[config.mk]
export PLATFORM = sky130hd
export DESIGN_NAME = ga_raster_int
export DESIGN_NICKNAME = d
export VERILOG_FILES = /design/src/rtl/ga_pkg.sv /design/src/rtl/ga_ce_edge.sv /design/src/rtl/ga_raster_int.sv
export SDC_FILE = /design/constraint.sdc
export NUM_CORES = 1
export LEC_CHECK = 0
export BUFFER_PORTS_ARGS = -buffer_cell sky130_fd_sc_hd__buf_4
export CAP_MARGIN = 0
export CORE_UTILIZATION = 48
export CTS_CLUSTER_DIAMETER = 60
export CTS_CLUSTER_SIZE = 16
export DETAILED_ROUTE_END_ITERATION = 8
export PLACE_DENSITY = 0.75
export SETUP_SLACK_MARGIN = 0.4
export SYNTH_ARGS = -nofsm -noshare
export SYNTH_HDL_FRONTEND = slang
export SYNTH_SLANG_ARGS = --single-unit
[constraint.sdc]
create_clock -name CLK -period 2.7 [get_ports CLK]
set_input_delay 0.27 -clock CLK [delete_from_list [all_inputs] [get_ports CLK]]
set_output_delay 0.27 -clock CLK [all_outputs]
set_load 0.02 [all_outputs]
[src/rtl/ga_pkg.sv]
// Shared defaults and interrupt source indices for the gate-array raster interrupt block.
package ga_pkg;

    localparam int GA_CNT_W     = 6;
    localparam int GA_INT_LINES = 52;
    localparam int GA_VS_DELAY  = 2;
    localparam int GA_LINE_W    = 9;

    localparam int SRC_PERIODIC = 0;
    localparam int SRC_RASTER   = 1;

    // Gate-array register write that resets the periodic counter: D[7:6]=10 with D[4] set.
    function automatic logic is_int_reset_cmd(input logic [7:0] d);
        return (d[7:6] == 2'b10) && d[4];
    endfunction

endpackage

[src/rtl/ga_ce_edge.sv]
// CE-qualified edge detector: previous level and edges move only on sample-strobe cycles.
module ga_ce_edge (
    input  logic clk,
    input  logic rst,
    input  logic ce,
    input  logic sig,
    output logic rise,
    output logic fall
);

    logic old;

    always_ff @(posedge clk) begin
        if (rst) begin
            old <= 1'b0;
        end else if (ce) begin
            old <= sig;
        end
    end

    assign rise = ce & ~old &  sig;
    assign fall = ce &  old & ~sig;

endmodule

[src/rtl/ga_raster_int.sv]
// Gate-array interrupt generator: periodic HSYNC-count interrupt with VSYNC resync,
// plus an optional raster-line compare interrupt that replaces the periodic one.
module ga_raster_int
    import ga_pkg::*;
#(
    parameter int CNT_W     = GA_CNT_W,
    parameter int INT_LINES = GA_INT_LINES,
    parameter int VS_DELAY  = GA_VS_DELAY,
    parameter int LINE_W    = GA_LINE_W
) (
    input  logic              CLK,
    input  logic              RESET,
    input  logic              CE,
    input  logic              crtc_hs,
    input  logic              crtc_vs,
    input  logic              WE,
    input  logic [7:0]        D,
    input  logic              pri_we,
    input  logic [LINE_W-1:0] pri_line,
    input  logic              INTack,
    output logic              INT,
    output logic [1:0]        INT_SRC,
    output logic [LINE_W-1:0] line_cnt
);

    localparam int DLY_W = (VS_DELAY > 0) ? $clog2(VS_DELAY + 1) : 1;
    localparam logic [CNT_W-1:0] INT_LINES_C = CNT_W'(INT_LINES);
    localparam logic [DLY_W-1:0] VS_DELAY_C  = DLY_W'(VS_DELAY);

    logic              hs_fall, vs_rise;
    logic              hs_rise_unused, vs_fall_unused;
    logic [CNT_W-1:0]  periodic_cnt, cnt_n;
    logic [DLY_W-1:0]  dly_cnt, dly_n;
    logic [LINE_W-1:0] cmp_line, line_n;
    logic [1:0]        pend_n;
    logic              raster, set0, set1, clr0, clr1;

    ga_ce_edge u_hs_edge (
        .clk  (CLK),
        .rst  (RESET),
        .ce   (CE),
        .sig  (crtc_hs),
        .rise (hs_rise_unused),
        .fall (hs_fall)
    );

    ga_ce_edge u_vs_edge (
        .clk  (CLK),
        .rst  (RESET),
        .ce   (CE),
        .sig  (crtc_vs),
        .rise (vs_rise),
        .fall (vs_fall_unused)
    );

    assign raster = (cmp_line != '0);

    always_comb begin
        cnt_n  = periodic_cnt;
        dly_n  = dly_cnt;
        line_n = line_cnt;
        set0   = 1'b0;
        set1   = 1'b0;
        clr0   = 1'b0;
        clr1   = 1'b0;

        // Clears are applied first so that same-cycle HSYNC steps and set events win.
        if (WE && is_int_reset_cmd(D)) begin
            cnt_n = '0;
            clr0  = 1'b1;
        end

        if (INTack) begin
            if (INT_SRC[SRC_RASTER]) begin
                clr1 = 1'b1;
            end else begin
                clr0 = 1'b1;
                cnt_n[CNT_W-1] = 1'b0;
            end
        end

        if (hs_fall) begin
            cnt_n = cnt_n + 1'b1;
            if (cnt_n == INT_LINES_C) begin
                cnt_n = '0;
                set0  = ~raster;
            end
        end

        // VSYNC resync: after VS_DELAY lines, fire early only if the count is in its upper half.
        if (vs_rise) begin
            dly_n = '0;
        end else if (hs_fall && (dly_cnt < VS_DELAY_C)) begin
            dly_n = dly_cnt + 1'b1;
            if (dly_n == VS_DELAY_C) begin
                if (cnt_n[CNT_W-1] && !raster) begin
                    set0 = 1'b1;
                end
                cnt_n = '0;
            end
        end

        if (vs_rise) begin
            line_n = '0;
        end else if (hs_fall && (line_cnt != '1)) begin
            line_n = line_cnt + 1'b1;
            if (raster && (line_n == cmp_line)) begin
                set1 = 1'b1;
            end
        end

        pend_n[SRC_PERIODIC] = set0 | (INT_SRC[SRC_PERIODIC] & ~clr0);
        pend_n[SRC_RASTER]   = set1 | (INT_SRC[SRC_RASTER]   & ~clr1);
    end

    always_ff @(posedge CLK) begin
        if (RESET) begin
            periodic_cnt <= '0;
            dly_cnt      <= VS_DELAY_C;
            line_cnt     <= '0;
            cmp_line     <= '0;
            INT_SRC      <= '0;
            INT          <= 1'b0;
        end else begin
            periodic_cnt <= cnt_n;
            dly_cnt      <= dly_n;
            line_cnt     <= line_n;
            INT_SRC      <= pend_n;
            INT          <= |pend_n;
            if (pri_we) begin
                cmp_line <= pri_line;
            end
        end
    end

endmodule

---- After elaboration in Yosys (flattened, before gate mapping) ----
Cells that the tools add are included.
W data, S select, Z words.
storage, ports and cells
  memories ................................ 0
  output and inout bits ................... 12
  bits in latches ......................... 0
  word-level logic and storage cells ...... 66
  input bits .............................. 25
  flip-flop bits (word level) ............. 31
  ROM bits ................................ 0
  bits in writable memories ............... 0
cells by class
  add/subtract/negate cells ............... 3
  reduce and logical (&&, ||, !) cells .... 11
  bitwise gates (word level) .............. 13
  equality and inequality tests ........... 5
  order comparisons ....................... 1
  multipliers ............................. 0
  div/mod/pow operators ................... 0
  shift-type cells ........................ 0
  muxes and demuxes ....................... 24
operators with widths
  operator               number
  $mux W6                6
  $mux W1                16
  $add A9 B1 Y9 const B  1
  $eq A9 B9 Y1           1
  $ne A9 B9 Y1 const B   1
  $reduce_bool A9 Y1     1
  $add A6 B1 Y6 const B  1
  $and A1 B1 Y1          6
  $eq A6 B6 Y1 const B   1
  $logic_and A1 B1 Y1    6
  $not A1 Y1             5
  $eq A2 B2 Y1 const B   2
  $mux W2                2
  $reduce_or A2 Y1       2
  $add A2 B1 Y2 const B  1
  $lt A2 B2 Y1 const B   1
  $or A1 B1 Y1           2
  $reduce_bool A2 Y1     1
  $logic_not A1 Y1       1

---- Longest topological paths before layout ----
  word-level depth ........................ 17
  gate-level depth with buffers ........... 10
  gate-level depth less buffers ........... 10

---- Modules after synthesis ----
From an unflattened synthesis, not the netlist that was laid out.
unflattened totals
  cells, all modules ...................... 195
  area, all modules ....................... 1687.9 µm²
by module, submodules not included
  module         times used  area an instance (µm²)  cells an instance  seq. area each (µm²)
  ga_raster_int  1           1582.8                  183                580.6
  ga_ce_edge     2           52.6                    6                  20.0

---- Worst setup path before layout ----
OpenSTA, ideal clock, no wires.
  kind .................................... register to register
  start ................................... reg line_cnt[0]
  end ..................................... reg INT
  arrival ................................. 2.606 ns
  data required time ...................... 2.626 ns
  cell stages (with the launch flop) ...... 11
  path slack .............................. 0.019 ns
  path buffers ............................ 0
  cell sequence ........................... dfxtp_1 > ha_1 > nand3_1 > nor2_1 > and3_2 > ha_1 > xor2_1 > or4_1 > a2111oi_2 > o211ai_1 > a31oi_1
on the way
  word-level cells in the longest chain between the ends .. 8
  elaborated cells on any way between the ends .. 10
ends and longest elaborated chain
  what                      line                  text
  start: declaration        ga_raster_int.sv:23   output logic [LINE_W-1:0] line_cnt
  start signal: assignment  ga_raster_int.sv:127  line_cnt <= line_n;
  $add A9 B1 Y9             ga_raster_int.sv:106  line_n = line_cnt + 1'b1;
  $eq A9 B9 Y1              ga_raster_int.sv:107  if (raster && (line_n == cmp_line)) begin
  $logic_and A1 B1 Y1       ga_raster_int.sv:107
  $mux W1                   ga_raster_int.sv:107
  $mux W1 *                 ga_raster_int.sv:105  end else if (hs_fall && (line_cnt != '1)) begin
  $mux W1 *                 ga_raster_int.sv:103  if (vs_rise) begin
  $or A1 B1 Y1 *            ga_raster_int.sv:113  pend_n[SRC_RASTER] = set1 | (INT_SRC[SRC_RASTER] & ~clr1);
  $reduce_or A2 Y1 *        ga_raster_int.sv:129  INT <= |pend_n;
  end signal: assignment    ga_raster_int.sv:129
  end: declaration          ga_raster_int.sv:21   output logic INT,
Every way passes the cells marked *; elsewhere a longest branch is shown, timed or not.
A chain may end at the register's enable or synchronous reset.

---- Final worst setup path ----
Same ends and word-level chain as after synthesis.

==> load_flow_metrics.sql <==
INSERT INTO impl_metrics (metric_group, metric, value, unit) VALUES
('global_route', 'global_route_wire_length_before_repair', '6130', 'µm'),
('pwr', 'power_switching', '0.216', 'mW'),
('logic_synthesis', 'synth.cell_area', '0.00166', 'mm²'),
('logic_synthesis', 'proportion_of_synthesized_chip_area_in_sequential_cells', '0.375', ''),
('timing', 'finalMaxSlewViolations', '0', ''),
('cts', 'cts.htree.levels', '2', ''),
('die', 'dieArea', '0.00369', 'mm²'),
('global_route', 'gr-usage-all-layers', '0.226', ''),
('cts', 'cts_hold_buffers', '0', ''),
('cts', 'numCtsBuffers', '5', ''),
('logic_synthesis', 'synth_most_common_cell', 'nor2_1', ''),
('pwr', 'comb_power_share', '0.109', ''),
('global_route', 'first_global_vias', '1378', ''),
('logic_synthesis', 'syn_area_per_cell', '8.50', 'µm²'),
('timing', 'number_of_hold_violations_in_the_final_report', '0', ''),
('timing', 'layout_min_cycle_time', '2.44', 'ns'),
('logic_synthesis', 'synth_top_cell_by_area', 'dfxtp_1', ''),
('pwr', 'powerDensity', '394', 'mW/mm²'),
('worst_setup_path', 'required', '2.95', 'ns'),
('worst_setup_path', 'cp_common_cell', 'ha_4', ''),
('job', 'cap_violations', '0', ''),
('logic_synthesis', 'post_synth_num_cell_types', '43', ''),
('logic_synthesis', 'synth.top_cells.by_area', 'dfxtp_1, nor2_1, xnor2_1', ''),
('logic_synthesis', 'synthesis.instances', '195', ''),
('die', 'fp.coreArea', '0.00315', 'mm²'),
('worst_setup_path', 'cp_data_arrival_time', '2.69', 'ns'),
('logic_synthesis', 'async_reset_ff_frac', '0', ''),
('pwr', 'switching_share_of_power', '0.260', ''),
('placement', 'dp_hpwl', '2870', 'µm'),
('drt', 'drt-wirelength-per-cell', '13.3', 'µm'),
('cts', 'clkTransAtPathRegs', '0.10', 'ns'),
('finish', 'final_design_area_no_fill', '0.00211', 'mm²'),
('worst_setup_path', 'end_kind', 'flip-flop', ''),
('finish', 'area_delta_synth_final', '27.5', '%'),
('worst_setup_path', 'path_cells', 'ha_4 > nand3_4 > nor2_4 > and3_4 > ha_4 > xor2_2 > or4_4 > a2111oi_4 > o211ai_1 > a31oi_1', ''),
('cts', 'cts_max_path_buffers', '2', ''),
('drt', 'drt_first_iter_violations', '56', ''),
('timing', 'worst_clock_skew', '0.0105', 'ns'),
('logic_synthesis', 'dominantRegCellSynth', 'dfxtp_1', ''),
('pwr', 'vdd_drop_max', '319', 'µV'),
('worst_setup_path', 'critical-path-max-stage-delay', '0.43', 'ns'),
('cts', 'clock-root-buffer', 'clkbuf_4', ''),
('drt', 'post_drt_via_cell_ratio', '5.34', ''),
('timing', 'worstMarginPinSlew', '0.413', 'ns'),
('placement', 'port_buffers', '31', ''),
('worst_setup_path', 'ff2ff_path_depth', '10', ''),
('timing', 'report.final.setup_viol', '0', ''),
('die', 'rows', '20', ''),
('drt', 'ant_nets', '0', ''),
('die', 'floorplan.die.height', '60.7', 'µm'),
('run_status', 'status', 'finished, final reports clean', ''),
('drt', 'drt-total-wl', '3730', 'µm'),
('global_route', 'globalRouteOverflowTotal', '0', ''),
('timing', 'fmaxAchievable', '410', 'MHz'),
('global_route', 'antenna_violations_before_repair', '0', ''),
('timing', 'timing.final.crit_share', '0.904', ''),
('die', 'initial_utilization', '0.525', ''),
('logic_synthesis', 'top_cells_by_count_synth', 'nor2_1, dfxtp_1, nand2_1', ''),
('global_route', 'largest_net_degree_at_the_start_of_global_routing', '18', ''),
('logic_synthesis', 'nets_in_the_synthesized_netlist', '225', ''),
('placement', 'placed_area', '0.00198', 'mm²'),
('timing', 'final.setup.tns', '0', 'ns'),
('logic_synthesis', 'yosys_warnings', '0', ''),
('logic_synthesis', 'ys_seq_elements', '31', ''),
('cts', 'cts_tree', 'built', ''),
('die', 'pin_count', '37', ''),
('worst_setup_path', 'timing.reg2reg.setup_slack', '0.26', 'ns'),
('drt', 'number_of_search_and_repair_iterations_in_the_first_detailed_routing_pass', '5', ''),
('worst_setup_path', 'path_class', 'flip-flop to flip-flop', ''),
('placement', 'finalWeightedCongestion', '0.854', ''),
('cts', 'cts.sink_count', '31', '');
==> state kept, by name, indices dropped and copies added, names as in the netlist <==
| name | flops |
|---|---|
| periodic_cnt | 6 |
| INT_SRC | 2 |
| u_hs_edge.old | 1 |
| INT | 1 |
| line_cnt | 9 |
| u_vs_edge.old | 1 |
| dly_cnt | 2 |
| cmp_line | 9 |
==> power by group through the flow <==
stage | clock network (mW) | logic, mW | registers (mW)
CTS | 0.267 | 0.0877 | 0.480
finish | 0.260 | 0.0908 | 0.481
global placement | 0 | 0.0831 | 0.490
global route | 0.290 | 0.0987 | 0.483
floorplan | 0 | 0.0525 | 0.487
detailed placement | 0 | 0.0866 | 0.491
==> logic make-up (layout without fill, tap and decap cells) <==
group	after synthesis	after routing	synth area share
adders and majority gates	5	5	0.0378
xor gates and xnor gates	23	23	0.122
muxes	11	11	0.0695
AOI/OAI and AO/OA	25	25	0.110
buffers and inverters	9	50	0.0249
DFF	31	31	0.375
and+or+nand+nor	91	91	0.262
==> layout make-up <==
type                       count  area (µm²)  share of cell area
tap                           44        55.1              0.0261
clock inverter                 2        12.5             0.00592
clock buffer                   6        41.3              0.0195
multi-input combinational    155        1070               0.505
sequential                    31         632               0.299
inverter                       3        11.3             0.00533
timing repair buffer          39         293               0.139
==> per-stage QoR <==
stage / utilization / instances / power, mW / worst slack [ns] / hold slack (ns)
CTS: 0.660 / 279 / 0.834 / 0.288 / 0.169
detailed placement: 0.629 / 266 / 0.578 / 0.221 / 0.470
floorplan: - / 195 / 0.540 / 0.364 / 0.417
global placement: 0.629 / 266 / 0.573 / 0.286 / 0.457
global route: 0.670 / 280 / 0.871 / 0.139 / 0.175
finish: 0.670 / 280 / 0.832 / 0.260 / 0.175
==> layout by cell type, fill, tap and decap left out, types with 3 or more instances in the layout <==
master / n
and3_1: 3
xor2_1: 9
nor3_1: 8
dfxtp_1: 26
xnor2_1: 13
a21oi_1: 6
nand2_1: 17
and2_1: 3
nor2_1: 34
buf_4: 39
o21ai_0: 4
ha_1: 3
nand2b_1: 4
dfxtp_2: 3
nand3_1: 6
inv_1: 3
mux2i_1: 10
clkbuf_4: 5
==> routing by layer <==
metal / track usage / vias up / wire length (µm)
met4: 0.0390 / 0 / 0
met1: 0.302 / 706 / 1760
li1: - / 754 / -
met3: 0.0576 / 0 / 150
met5: 0 / - / 0
met2: 0.374 / 35 / 1810
==> path summary, 6_finish.rpt <==
path,to,from
setup / recovery,INT$_SDFF_PP0_,line_cnt[0]$_SDFFE_PP0P_
setup reg to reg,INT$_SDFF_PP0_,line_cnt[0]$_SDFFE_PP0P_
hold reg to reg,u_vs_edge.old$_SDFFE_PP0P_,u_vs_edge.old$_SDFFE_PP0P_
hold / removal,cmp_line[2]$_SDFFE_PP0P_,pri_line[2]
==> worst max-delay path, delay by kind of cell (launching register included) <==
kind / cells / cell delay, ns
XOR/XNOR: 1 / 0.14
AO/OA/AOI/OAI: 3 / 0.66
AND/OR/NAND/NOR: 4 / 0.80
adder cells (fa/ha/maj): 2 / 0.36
flip-flops: 1 / 0.38
==> repair_timing <==
| action | CTS | global route |
|---|---|---|
| setup endpoints to repair | 2 | 2 |
| pin swaps | 3 | 6 |
| gates resized for setup | 1 | 3 |
| buffers inserted | 5 | 1 |
Note: power is estimated with default switching activity, not from simulation.
